===== src/rtl/upd78_alu_pkg.sv =====
// Shared types for the uPD78-style ALU: operation encoding and iteration FSM states.
package upd78_alu_pkg;

  typedef enum logic [3:0] {
    OP_ADD = 4'd0, OP_ADC, OP_SUB, OP_SBB, OP_INC, OP_DEC, OP_AND, OP_OR,
    OP_XOR, OP_SHL, OP_RLC, OP_SHR, OP_RRC, OP_DAA, OP_MUL, OP_DIV
  } e_aluop;

  typedef enum logic [1:0] {
    ST_IDLE = 2'd0,
    ST_MUL  = 2'd1,
    ST_DIV  = 2'd2
  } e_alust;

endpackage


===== src/rtl/upd78_alu_iter.sv =====
// Bit-serial MUL (shift-add) / DIV (restoring) engine with its iteration counter.
// i_load is an already-accepted start qualified by CE; state only moves on CE edges.
module upd78_alu_iter
  import upd78_alu_pkg::*;
#(
  parameter int W = 8
) (
  input  logic         i_clk,
  input  logic         i_rst_n,
  input  logic         i_ce,
  input  logic         i_load,
  input  logic         i_div,
  input  logic [W-1:0] i_a,
  input  logic [W-1:0] i_b,
  output logic         o_busy,
  output logic         o_fin,
  output logic         o_div,
  output logic         o_dz,
  output logic [W-1:0] o_lo,
  output logic [W-1:0] o_hi,
  output e_alust       o_state
);

  localparam int CW = $clog2(W + 1);
  localparam logic [CW-1:0] CNT_FULL = CW'(W);
  localparam logic [CW-1:0] CNT_ONE  = CW'(1);

  e_alust        r_state;
  e_alust        w_next;
  logic [CW-1:0] r_cnt;
  logic [W-1:0]  r_hi;
  logic [W-1:0]  r_lo;
  logic [W-1:0]  r_op2;
  logic          r_dz;
  logic [W:0]    w_sum;
  logic [W:0]    w_shf;
  logic [W-1:0]  w_dif;
  logic          w_ge;
  logic [W-1:0]  w_hi_n;
  logic [W-1:0]  w_lo_n;
  logic          w_last;

  assign w_last = (r_cnt == CNT_ONE);

  always_ff @(posedge i_clk or negedge i_rst_n) begin
    if (!i_rst_n)  r_state <= ST_IDLE;
    else if (i_ce) r_state <= w_next;
  end

  always_comb begin
    w_next = r_state;
    case (r_state)
      ST_IDLE:        if (i_load) w_next = i_div ? ST_DIV : ST_MUL;
      ST_MUL, ST_DIV: if (w_last) w_next = ST_IDLE;
      default:        w_next = ST_IDLE;
    endcase
  end

  always_comb begin
    o_state = r_state;
    o_busy  = (r_state != ST_IDLE);
    o_div   = (r_state == ST_DIV);
    o_fin   = i_ce && (r_state != ST_IDLE) && w_last;
    o_dz    = r_dz;
    o_lo    = r_dz ? '1   : w_lo_n;
    o_hi    = r_dz ? r_lo : w_hi_n;
  end

  // {r_hi,r_lo} is the shared product / remainder:quotient register pair.
  always_comb begin
    w_sum = {1'b0, r_hi} + (r_lo[0] ? {1'b0, r_op2} : '0);
    w_shf = {r_hi, r_lo[W-1]};
    w_ge  = (w_shf >= {1'b0, r_op2});
    w_dif = w_shf[W-1:0] - r_op2;
    if (r_state == ST_DIV) begin
      w_hi_n = w_ge ? w_dif : w_shf[W-1:0];
      w_lo_n = {r_lo[W-2:0], w_ge};
    end else begin
      w_hi_n = w_sum[W:1];
      w_lo_n = {w_sum[0], r_lo[W-1:1]};
    end
  end

  always_ff @(posedge i_clk or negedge i_rst_n) begin
    if (!i_rst_n) begin
      r_cnt <= '0;
      r_hi  <= '0;
      r_lo  <= '0;
      r_op2 <= '0;
      r_dz  <= 1'b0;
    end else if (i_load) begin
      r_hi  <= '0;
      r_lo  <= i_a;
      r_op2 <= i_b;
      r_dz  <= i_div && (i_b == '0);
      r_cnt <= (i_div && (i_b == '0)) ? CNT_ONE : CNT_FULL;
    end else if (i_ce && (r_state != ST_IDLE)) begin
      r_hi  <= w_hi_n;
      r_lo  <= w_lo_n;
      r_cnt <= r_cnt - CNT_ONE;
    end
  end

endmodule


===== src/rtl/upd78_alu.sv =====
// uPD78-style ALU: single-cycle arithmetic/logic/shift/DAA plus an optional
// bit-serial MUL/DIV engine; all results land in registered outputs on CE edges.
module upd78_alu
  import upd78_alu_pkg::*;
#(
  parameter int W      = 8,
  parameter int MULDIV = 1
) (
  input  logic         CLK,
  input  logic         RESETB,
  input  logic         CE,
  input  logic         START,
  input  logic [3:0]   OP,
  input  logic [W-1:0] AI,
  input  logic [W-1:0] BI,
  input  logic         CI,
  input  logic         HCI,
  output logic [W-1:0] CO,
  output logic [W-1:0] CO_HI,
  output logic         CY,
  output logic         HC,
  output logic         Z,
  output logic         BUSY,
  output logic         DONE,
  output e_alust       o_dbg_state
);

  localparam logic [W-1:0] ONE = {{(W-1){1'b0}}, 1'b1};

  e_aluop       w_op;
  logic         w_cin, w_md, w_acc;
  logic [W:0]   w_add, w_sub;
  logic         w_dlo, w_dhi;
  logic [7:0]   w_dadj, w_dsum;
  logic [W-1:0] w_co;
  logic         w_cy, w_hc, w_z;
  logic         w_busy, w_fin, w_it_div, w_it_dz;
  logic [W-1:0] w_it_lo, w_it_hi;
  logic [W-1:0] r_co, r_hi;
  logic         r_cy, r_hc, r_z, r_done;

  assign w_op  = e_aluop'(OP);
  assign w_md  = (MULDIV != 0) && ((w_op == OP_MUL) || (w_op == OP_DIV));
  assign w_acc = CE && START && !w_busy;

  always_comb begin
    w_cin  = ((w_op == OP_ADC) || (w_op == OP_SBB)) ? CI : 1'b0;
    w_add  = {1'b0, AI} + {1'b0, BI} + {{W{1'b0}}, w_cin};
    w_sub  = {1'b0, AI} - {1'b0, BI} - {{W{1'b0}}, w_cin};
    w_dlo  = HCI || (AI[3:0] > 4'd9);
    w_dhi  = CI || (AI[7:0] > 8'h99);
    w_dadj = {1'b0, w_dhi, w_dhi, 1'b0, 1'b0, w_dlo, w_dlo, 1'b0};
    w_dsum = AI[7:0] + w_dadj;
    w_co   = AI;
    w_cy   = r_cy;
    w_hc   = r_hc;
    case (w_op)
      OP_ADD, OP_ADC: begin
        w_co = w_add[W-1:0];
        w_cy = w_add[W];
        w_hc = ({1'b0, AI[3:0]} + {1'b0, BI[3:0]} + {4'b0, w_cin}) > 5'd15;
      end
      OP_SUB, OP_SBB: begin
        w_co = w_sub[W-1:0];
        w_cy = w_sub[W];
        w_hc = {1'b0, AI[3:0]} < ({1'b0, BI[3:0]} + {4'b0, w_cin});
      end
      OP_INC: begin w_co = AI + ONE; w_hc = (AI[3:0] == 4'hF); end
      OP_DEC: begin w_co = AI - ONE; w_hc = (AI[3:0] == 4'h0); end
      OP_AND: w_co = AI & BI;
      OP_OR:  w_co = AI | BI;
      OP_XOR: w_co = AI ^ BI;
      OP_SHL: begin w_co = {AI[W-2:0], 1'b0}; w_cy = AI[W-1]; end
      OP_RLC: begin w_co = {AI[W-2:0], CI};   w_cy = AI[W-1]; end
      OP_SHR: begin w_co = {1'b0, AI[W-1:1]}; w_cy = AI[0];   end
      OP_RRC: begin w_co = {CI, AI[W-1:1]};   w_cy = AI[0];   end
      OP_DAA: begin
        // Only the low byte is adjusted; upper bits of a 16-bit AI pass through.
        w_co[7:0] = w_dsum;
        w_cy      = CI | w_dhi;
        w_hc      = ({1'b0, AI[3:0]} + {1'b0, w_dadj[3:0]}) > 5'd15;
      end
      default: begin w_co = '0; w_cy = 1'b0; w_hc = 1'b0; end
    endcase
    w_z = (w_co == '0);
  end

  generate
    if (MULDIV != 0) begin : g_md
      upd78_alu_iter #(.W(W)) u_iter (
        .i_clk   (CLK),
        .i_rst_n (RESETB),
        .i_ce    (CE),
        .i_load  (w_acc && w_md),
        .i_div   (w_op == OP_DIV),
        .i_a     (AI),
        .i_b     (BI),
        .o_busy  (w_busy),
        .o_fin   (w_fin),
        .o_div   (w_it_div),
        .o_dz    (w_it_dz),
        .o_lo    (w_it_lo),
        .o_hi    (w_it_hi),
        .o_state (o_dbg_state)
      );
    end else begin : g_nomd
      assign w_busy      = 1'b0;
      assign w_fin       = 1'b0;
      assign w_it_div    = 1'b0;
      assign w_it_dz     = 1'b0;
      assign w_it_lo     = '0;
      assign w_it_hi     = '0;
      assign o_dbg_state = ST_IDLE;
    end
  endgenerate

  always_ff @(posedge CLK or negedge RESETB) begin
    if (!RESETB) begin
      r_co   <= '0;
      r_hi   <= '0;
      r_cy   <= 1'b0;
      r_hc   <= 1'b0;
      r_z    <= 1'b0;
      r_done <= 1'b0;
    end else if (CE) begin
      r_done <= 1'b0;
      if (w_acc && !w_md) begin
        r_co   <= w_co;
        r_hi   <= '0;
        r_cy   <= w_cy;
        r_hc   <= w_hc;
        r_z    <= w_z;
        r_done <= 1'b1;
      end else if (w_fin) begin
        r_co   <= w_it_lo;
        r_hi   <= w_it_hi;
        r_hc   <= 1'b0;
        r_done <= 1'b1;
        if (w_it_div) begin
          r_cy <= w_it_dz;
          r_z  <= (w_it_lo == '0);
        end else begin
          r_cy <= (w_it_hi != '0);
          r_z  <= (w_it_lo == '0) && (w_it_hi == '0);
        end
      end
    end
  end

  assign CO    = r_co;
  assign CO_HI = r_hi;
  assign CY    = r_cy;
  assign HC    = r_hc;
  assign Z     = r_z;
  assign BUSY  = w_busy;
  assign DONE  = r_done;

endmodule

===== config.mk =====
export PLATFORM = sky130hd
export DESIGN_NAME = upd78_alu
export DESIGN_NICKNAME = d
export VERILOG_FILES = /design/src/rtl/upd78_alu_pkg.sv /design/src/rtl/upd78_alu_iter.sv /design/src/rtl/upd78_alu.sv
export SDC_FILE = /design/constraint.sdc
export NUM_CORES = 1
export LEC_CHECK = 0
export CORE_AREA = 8 8 132 134
export DETAILED_ROUTE_END_ITERATION = 16
export DIE_AREA = 0 0 140 142
export GPL_TIMING_DRIVEN = 0
export PLACE_DENSITY = 0.56
export SLEW_MARGIN = 0
export SYNTH_ARGS = -nofsm -noshare
export SYNTH_HDL_FRONTEND = slang
export SYNTH_SLANG_ARGS = --single-unit

===== constraint.sdc =====
create_clock -name CLK -period 3.6 [get_ports CLK]
set_clock_uncertainty 0.05 [all_clocks]
set_input_delay 0.9 -clock CLK [delete_from_list [all_inputs] [get_ports CLK]]
set_output_delay 0.9 -clock CLK [all_outputs]
set_load 0.03 [all_outputs]

* Word-level counts from Yosys, hierarchy flattened
Cells that the tools add are included.
** Word-level totals
- Bits in registers :: 51
- Input port bits :: 26
- Output and inout port bits :: 23
- Logic and storage cells :: 130
** Operators by class
- Add/subtract/negate cells :: 14
- Order comparisons :: 6
- Equality and inequality tests :: 23
- Mux-type cells :: 35
- Bitwise gates (word level) :: 4
- Reduce and logical (&&, ||, !) cells :: 36
** Operators with widths (count)
- 2-to-1 mux 8 bit :: 14
- case mux 8 bit (12 select lines) :: 1
- equality test 4 bit, second input constant :: 9
- logical NOT 8 bit :: 4
- equality test 4 x 3 -> 1 bit, second input constant :: 4
- 2-to-1 mux 4 bit :: 3
- case mux 1 bit (6 select lines) :: 2
- 2-to-1 mux 1 bit :: 11
- greater-than comparator 5 x 4 -> 1 bit, second input constant :: 2
- OR reduction 2 bit :: 5
- adder 8 x 8 -> 9 bit :: 1
- adder 8 x 9 -> 9 bit :: 1
- adder 9 x 1 -> 9 bit :: 1
- >= comparator 9 x 8 -> 1 bit :: 1
- AND reduction 3 bit :: 3
- subtractor 8 x 8 -> 9 bit :: 1
- subtractor 9 x 1 -> 9 bit :: 1
- adder 8 x 1 -> 8 bit, second input constant :: 1
- adder 8 x 7 -> 8 bit :: 1
- bitwise AND 8 bit :: 1
- equality test 4 x 1 -> 1 bit, second input constant :: 2
- equality test 4 x 2 -> 1 bit, second input constant :: 2
- greater-than comparator 8 bit, second input constant :: 1
- logical AND 1 bit :: 8
- 27 further kinds :: 38

* Logic depth before layout (Yosys ltp)
- Depth in word-level cells :: 9
- Mapped depth :: 17
- Depth with buffers taken out :: 15

* Hierarchy
Synthesis repeated with hierarchy kept, for this count alone.
** Unflattened totals
- Cell total of the unflattened synthesis :: 744
- Area total of the unflattened synthesis :: 5901.9 um2
** By module, submodules not included
- upd78_alu :: instances 1, cells each 432, area an instance 3330.7 um2, seq. area each 500.5 um2
- upd78_alu_iter :: instances 1, cells each 312, area an instance 2571.2 um2, seq. area each 775.7 um2

* Worst setup path before layout
OpenSTA, ideal clock, no wires.
- Path type :: input -> register
- Start point :: in OP[2]
- End point :: reg r_z (netlist: Z)
- Setup time :: 0.077 ns
- Arrival time :: 3.652 ns
- Required time :: 3.473 ns
- Path slack :: -0.178 ns
- Stages :: 15
- Path buffers :: 2
- Cell sequence :: buf_2 > nor2b_1 > nor2b_1 > clkbuf_1 > and2_1 > ha_1 > a21oi_1 > nor2b_1 > a311oi_1 > a21oi_1 > xnor2_1 > a221o_1 > a21oi_1 > a31oi_1 > o21ai_1
** Between the ends
- Word-level cells in the longest chain between the ends :: 7
- Elaborated cells between the ends (all ways) :: 30
- Classes of those cells :: 2 x add/sub; 15 x eq/ne; 3 x mux; 10 x reduce/logical
** Ends and longest elaborated chain
- from (decl) :: line upd78_alu.sv:13 : input logic [3:0] OP,
- equality test 4 x 1 -> 1 bit / equality test 4 x 2 -> 1 bit (equally long branches) :: line upd78_alu.sv:47, upd78_alu.sv:57
- logical OR 1 bit :: line upd78_alu.sv:47 : w_cin = ((w_op == OP_ADC) || (w_op == OP_SBB)) ? CI : 1'b0;
- 2-to-1 mux 1 bit :: line upd78_alu.sv:47
- subtractor 9 x 1 -> 9 bit / adder 9 x 1 -> 9 bit (equally long branches) :: line upd78_alu.sv:49, upd78_alu.sv:48
- case mux 8 bit (12 select lines) :: line upd78_alu.sv:57 : case (w_op)
- logical NOT 8 bit :: line upd78_alu.sv:85 : w_z = (w_co == '0);
- 2-to-1 mux 1 bit :: line upd78_alu.sv:127 : if (w_acc && !w_md) begin
- to (signal assigned) :: line upd78_alu.sv:132 : r_z <= w_z;
- to (signal assigned) :: line upd78_alu.sv:141 : r_z <= (w_it_lo == '0);
- to (signal assigned) :: line upd78_alu.sv:144 : r_z <= (w_it_lo == '0) && (w_it_hi == '0);
- to (decl) :: line upd78_alu.sv:40 : logic r_cy, r_hc, r_z, r_done;
Parallel ways exist; a longest one is shown, timed or not.
A chain may end at the register's enable or synchronous reset.

* Final worst setup path
- Start point :: in OP[3]
- End point :: reg r_co[4] (netlist: CO[4])
** Between the ends
- Word-level cells in the longest chain between the ends :: 6
- Elaborated cells between the ends (all ways) :: 29
- Classes of those cells :: 2 x add/sub; 15 x eq/ne; 3 x mux; 9 x reduce/logical
** Ends and longest elaborated chain
- equality test 4 x 1 -> 1 bit (tied with other cells) :: line upd78_alu.sv:47, upd78_alu.sv:57
- logical OR 1 bit, on equally long branches :: line upd78_alu.sv:47, upd78_alu.sv:43
- 2-to-1 mux 1 bit / logical NOT 1 bit (equally long branches) :: line upd78_alu.sv:47, upd78_alu.sv:127
- subtractor 9 x 1 -> 9 bit (tied with other cells) :: line upd78_alu.sv:49 : w_sub = {1'b0, AI} - {1'b0, BI} - {{W{1'b0}}, w_cin};
- case mux 8 bit (12 select lines) / nonzero test 2 bit (equally long branches)
- 2-to-1 mux 8 bit / AND reduction 2 bit (equally long branches)
- to (signal assigned) :: line upd78_alu.sv:128 : r_co <= w_co;
- to (signal assigned) :: line upd78_alu.sv:135 : r_co <= w_it_lo;
- to (decl) :: line upd78_alu.sv:39 : logic [W-1:0] r_co, r_hi;
Parallel ways exist; a longest one is shown, timed or not.

==> reports/qor.csv <==
stage,metric,value,unit
status,status,"complete, no violations",
pwr,switching share of total power,0.474,
placed_design,gpl congestion,0.909,
sta,Worst-Margin Slew,1070,ps
synth,Mapped Nets,753,
setup_path,WP data arrival,3680,ps
placed_design,Cells after DPL,890,
layout,final net count,824,
setup_path,CP Class,primary input to register,
detailed_routing,initial detailed-routing violation count,406,
detailed_routing,Remaining DRCs,0,
synth,Synth Area in Adders,0.185,
layout,layout cells sized above 1,0.124,
clocking,H-tree levels,2,
synth,Syn Std Cell Area,0.00540,sq mm
pwr,Sequential Power Share,0.248,
pwr,Clock power frac,0.120,
synth,Compound-Gate Fraction of Synth Area,0.231,
setup_path,CP max stage cell,fa_1,
sta,Final Setup Violations,0,
synth,Post-synth EDFFs,0,
synth,Netlist cell types,71,
setup_path,worst r2r src,g_md.u_iter.r_lo[0],
synth,asr flop ratio synth,1.00,
sta,Pins Over Slew Limit,0,
layout,"Core Util, Final",0.427,
grt,pin count of the biggest net entering global routing,36,
setup_path,Crit. End Element,register,
floorplanning,Initial Util,0.350,
synth,cells taking the most area after synthesis,"dfrtp_1, ha_1, o21ai_0",
floorplanning,IO Count,49,
setup_path,reg2reg path depth,13,
pwr,Gate power share,0.632,
layout,Area Growth Syn to Fin,21.9,%
setup_path,CP max stage delay,420,ps
sta,final worst path period need,3550,ps
floorplanning,Die Ht,142,um
setup_path,Worst Path Required,3730,ps
synth,sequential share of the synthesized area,0.236,
pwr,Int Pwr,2.10,mW
clocking,Root Driver,clkbuf_16,
pwr,P_sw,1.90,mW
synth,xor/xnor share of the synthesized area,0.0632,
sta,setup TNS,0,ps
detailed_routing,Via density,5.66,
sta,Final period util,0.985,
grt,Tot GR Track Use,0.180,
setup_path,reg2reg end,CY,
layout,ant diodes,0,
synth,Yosys warning count,0,
synth,Mapped Cells,652,
clocking,clock sink total,51,
synth,top_reg_cell synth,dfrtp_1,
setup_path,"most used cell, CP",buf_4,
synth,largest family of logic cells by synthesized area,compound AO/OA/AOI/OAI gates,
clocking,CTS buffer count,5,
floorplanning,Die ar.,0.0199,sq mm
setup_path,internal reg-to-reg setup slack,360,ps
clocking,Clock Path Buffers,2,
grt,first-pass GRT wire length,28.2,mm
placed_design,IO buf count,45,
placed_design,Place WS,-1140,ps
placed_design,DP Wirelength,14.3,mm
synth,post-synth top area share,0.236,
setup_path,worst-path fanout max,10,
setup_path,WP buf/inv,5,
sta,Achievable Freq,282,MHz
clocking,Worst-Skew Late Latency,290,ps
setup_path,Top delay family on crit path,compound AO/OA/AOI/OAI gates,
synth,Synth area leader,dfrtp_1,
detailed_routing,DR pass1 iterations,7,
grt,"Remaining Overflow, GRT",0,
synth,"Avg Cell Area, Syn",8.29,sq um
layout,Post-Layout Cell Count,916,
pwr,Power Dens Cells,607,mW/mm^2
detailed_routing,final WL,18.2,mm
grt,vias in the first global route,5157,
sta,worst relative slew slack,0.285,
worst_hold_path,worst hold start,CO[2],
worst_hold_path,hold-critical path depth,2,
floorplanning,num rows,46,
clocking,CTS tree,built,
detailed_routing,Antenna Violating Nets Remaining,0,
grt,initial antenna violation count,0,
detailed_routing,Routed wire per std cell,19.8,um
clocking,Post-CTS Hold Buffers,0,
setup_path,crit-path cells,"buf_4, buf_8, nor2_4, nand3_2, inv_2, fa_2, inv_1, fa_1, nor2b_1, o21ai_0, nand2b_1, xor2_1, a32oi_1, o211ai_1, buf_4, a221o_1",
sta,Fin. Hold Viols,0,
pwr,Leakage Power,2.95,nW
sta,final critical-path setup slack,53.0,ps
floorplanning,Placeable Area,0.0154,sq mm
setup_path,Levels on crit path,16,
synth,Synth Area in Simple Gates,0.185,
clocking,clock transition at the registers of the reported paths,70,ps
detailed_routing,Vias,5186,
worst_hold_path,HP Class,register to register,
flow_run,Max-Cap Viols,0,
setup_path,Worst setup SP type,primary input,
floorplanning,die width,140,um
worst_hold_path,hold path endpoint,CO[2],
synth,post-synthesis mux area share,0.0454,
pwr,maximum vdd drop,0.253,mV
synth,Synth Register Bits,51,
[repair_timing]
item,4_1_cts,5_1_grt
resized for setup,47,43
setup endpoints to repair,10,5
pin swaps,4,15
gates cloned,0,0
setup buffers,2,17
[flip-flops by register name (all words and copies together) (netlist names)]
name,flops
CO,8
CO_HI,8
g_md.u_iter.r_hi,8
g_md.u_iter.r_lo,8
g_md.u_iter.r_op2,8
g_md.u_iter.r_cnt,4
g_md.u_iter.o_state,2
CY,1
DONE,1
HC,1
Z,1
g_md.u_iter.o_dz,1
[cell usage after synthesis (all sizes together), types with 3 or more instances]
cell    count
ha         67
nand2      65
o21ai      54
dfrtp      51
nor2       49
inv        48
a21oi      37
mux2i      23
xnor2      20
nand3      19
xor2       19
clkbuf     15
a21o       14
buf        11
nand2b     11
nor2b      10
nor3       10
a211oi      9
and2        9
a22o        8
fa          8
o211ai      7
o221ai      7
a221oi      6
nand4       6
o22ai       5
a221o       4
a22oi       4
a31oi       4
and3        4
nor4        4
a311oi      3
a31o        3
nor3b       3
o31ai       3
[how the worst max path moves through the flow]
stage / from / end / slack [ps]
2_1_floorplan: OP[0] / CY / 20
3_3_place_gp: AI[3] / Z / -1170
3_5_place_dp: AI[1] / Z / -1140
4_1_cts: OP[2] / Z / 10
5_1_grt: OP[3] / Z / -30
6_report: OP[3] / CO[4] / 50
[power by group through the flow]
stage	Clock (mW)	Combinational (mW)	Sequential, mW
5_1_grt	0.512	2.76	1.03
6_report	0.480	2.53	0.991
3_5_place_dp	0	2.44	0.998
2_1_floorplan	0	1.57	1.12
4_1_cts	0.487	2.49	0.991
3_3_place_gp	0	2.42	0.991
[cells in the final DEF, fill, tap and decap left out, types with 5 or more instances in the layout]
cell type,count
a22o_1,8
nor2_1,46
clkbuf_16,5
inv_1,44
buf_2,5
ha_1,64
dlymetal6s2s_1,5
a21oi_1,32
nor3_1,8
buf_4,24
nand3_1,18
xor2_1,19
o21ai_0,50
clkdlybuf4s50_1,30
a21oi_2,5
clkbuf_1,15
dfrtp_1,51
o221ai_1,7
mux2i_1,23
o22ai_1,5
a211oi_1,5
and2_1,8
a21o_1,14
o211ai_1,7
xnor2_1,19
nor2b_1,9
nand2_1,65
nand4_1,6
nand2b_1,11
[metal layers]
metal  routed length (um)  track usage  vias to the layer above
met1                 8090        0.224                     2495
met4                  536       0.0646                        0
met2                 8710        0.312                      157
met5                    0            0                        -
li1                     -            -                     2499
met3                  811       0.0258                       35
[cells by family after synthesis]
logic type,after synthesis
AO/OA/AOI/OAI,186
XOR/XNOR,39
adder cells (fa/ha/maj),75
buffers and inverters,74
flip-flops,51
multiplexers,24
AND/OR/NAND/NOR,203
[stage by stage]
step                      hold slack, ps  area [sq um]  power [mW]
final                                438          6590        4.00
after detailed placement             421          6120        3.44
after global placement               418          6110        3.41
after CTS                            437          6360        3.97
after global routing                 464          6590        4.30
after floorplan                      420          5420        2.69
[worst reg2reg max path: stages (launching register included)]
cell      delay [ps]
dfrtp_1          400
clkbuf_1         210
and2_1           190
ha_1             210
fa_1             410
and3_1           170
o21ai_0          200
a21oi_1          130
a21o_1           190
a211oi_1         250
a21oi_1          150
o41ai_2          260
and4_1           230
o22ai_1           60
[final cells by class]
class	instances	area [sq um]
fillers	1546	8840
repair buffers	65	596
flip-flops and latches	51	1280
clock buffers	6	129
clock inverters	2	12.5
plain buffers	25	149
inverters	48	191
multi-input cells	527	3990
well taps	192	240
No activity file was read; power rests on OpenSTA's default activity.
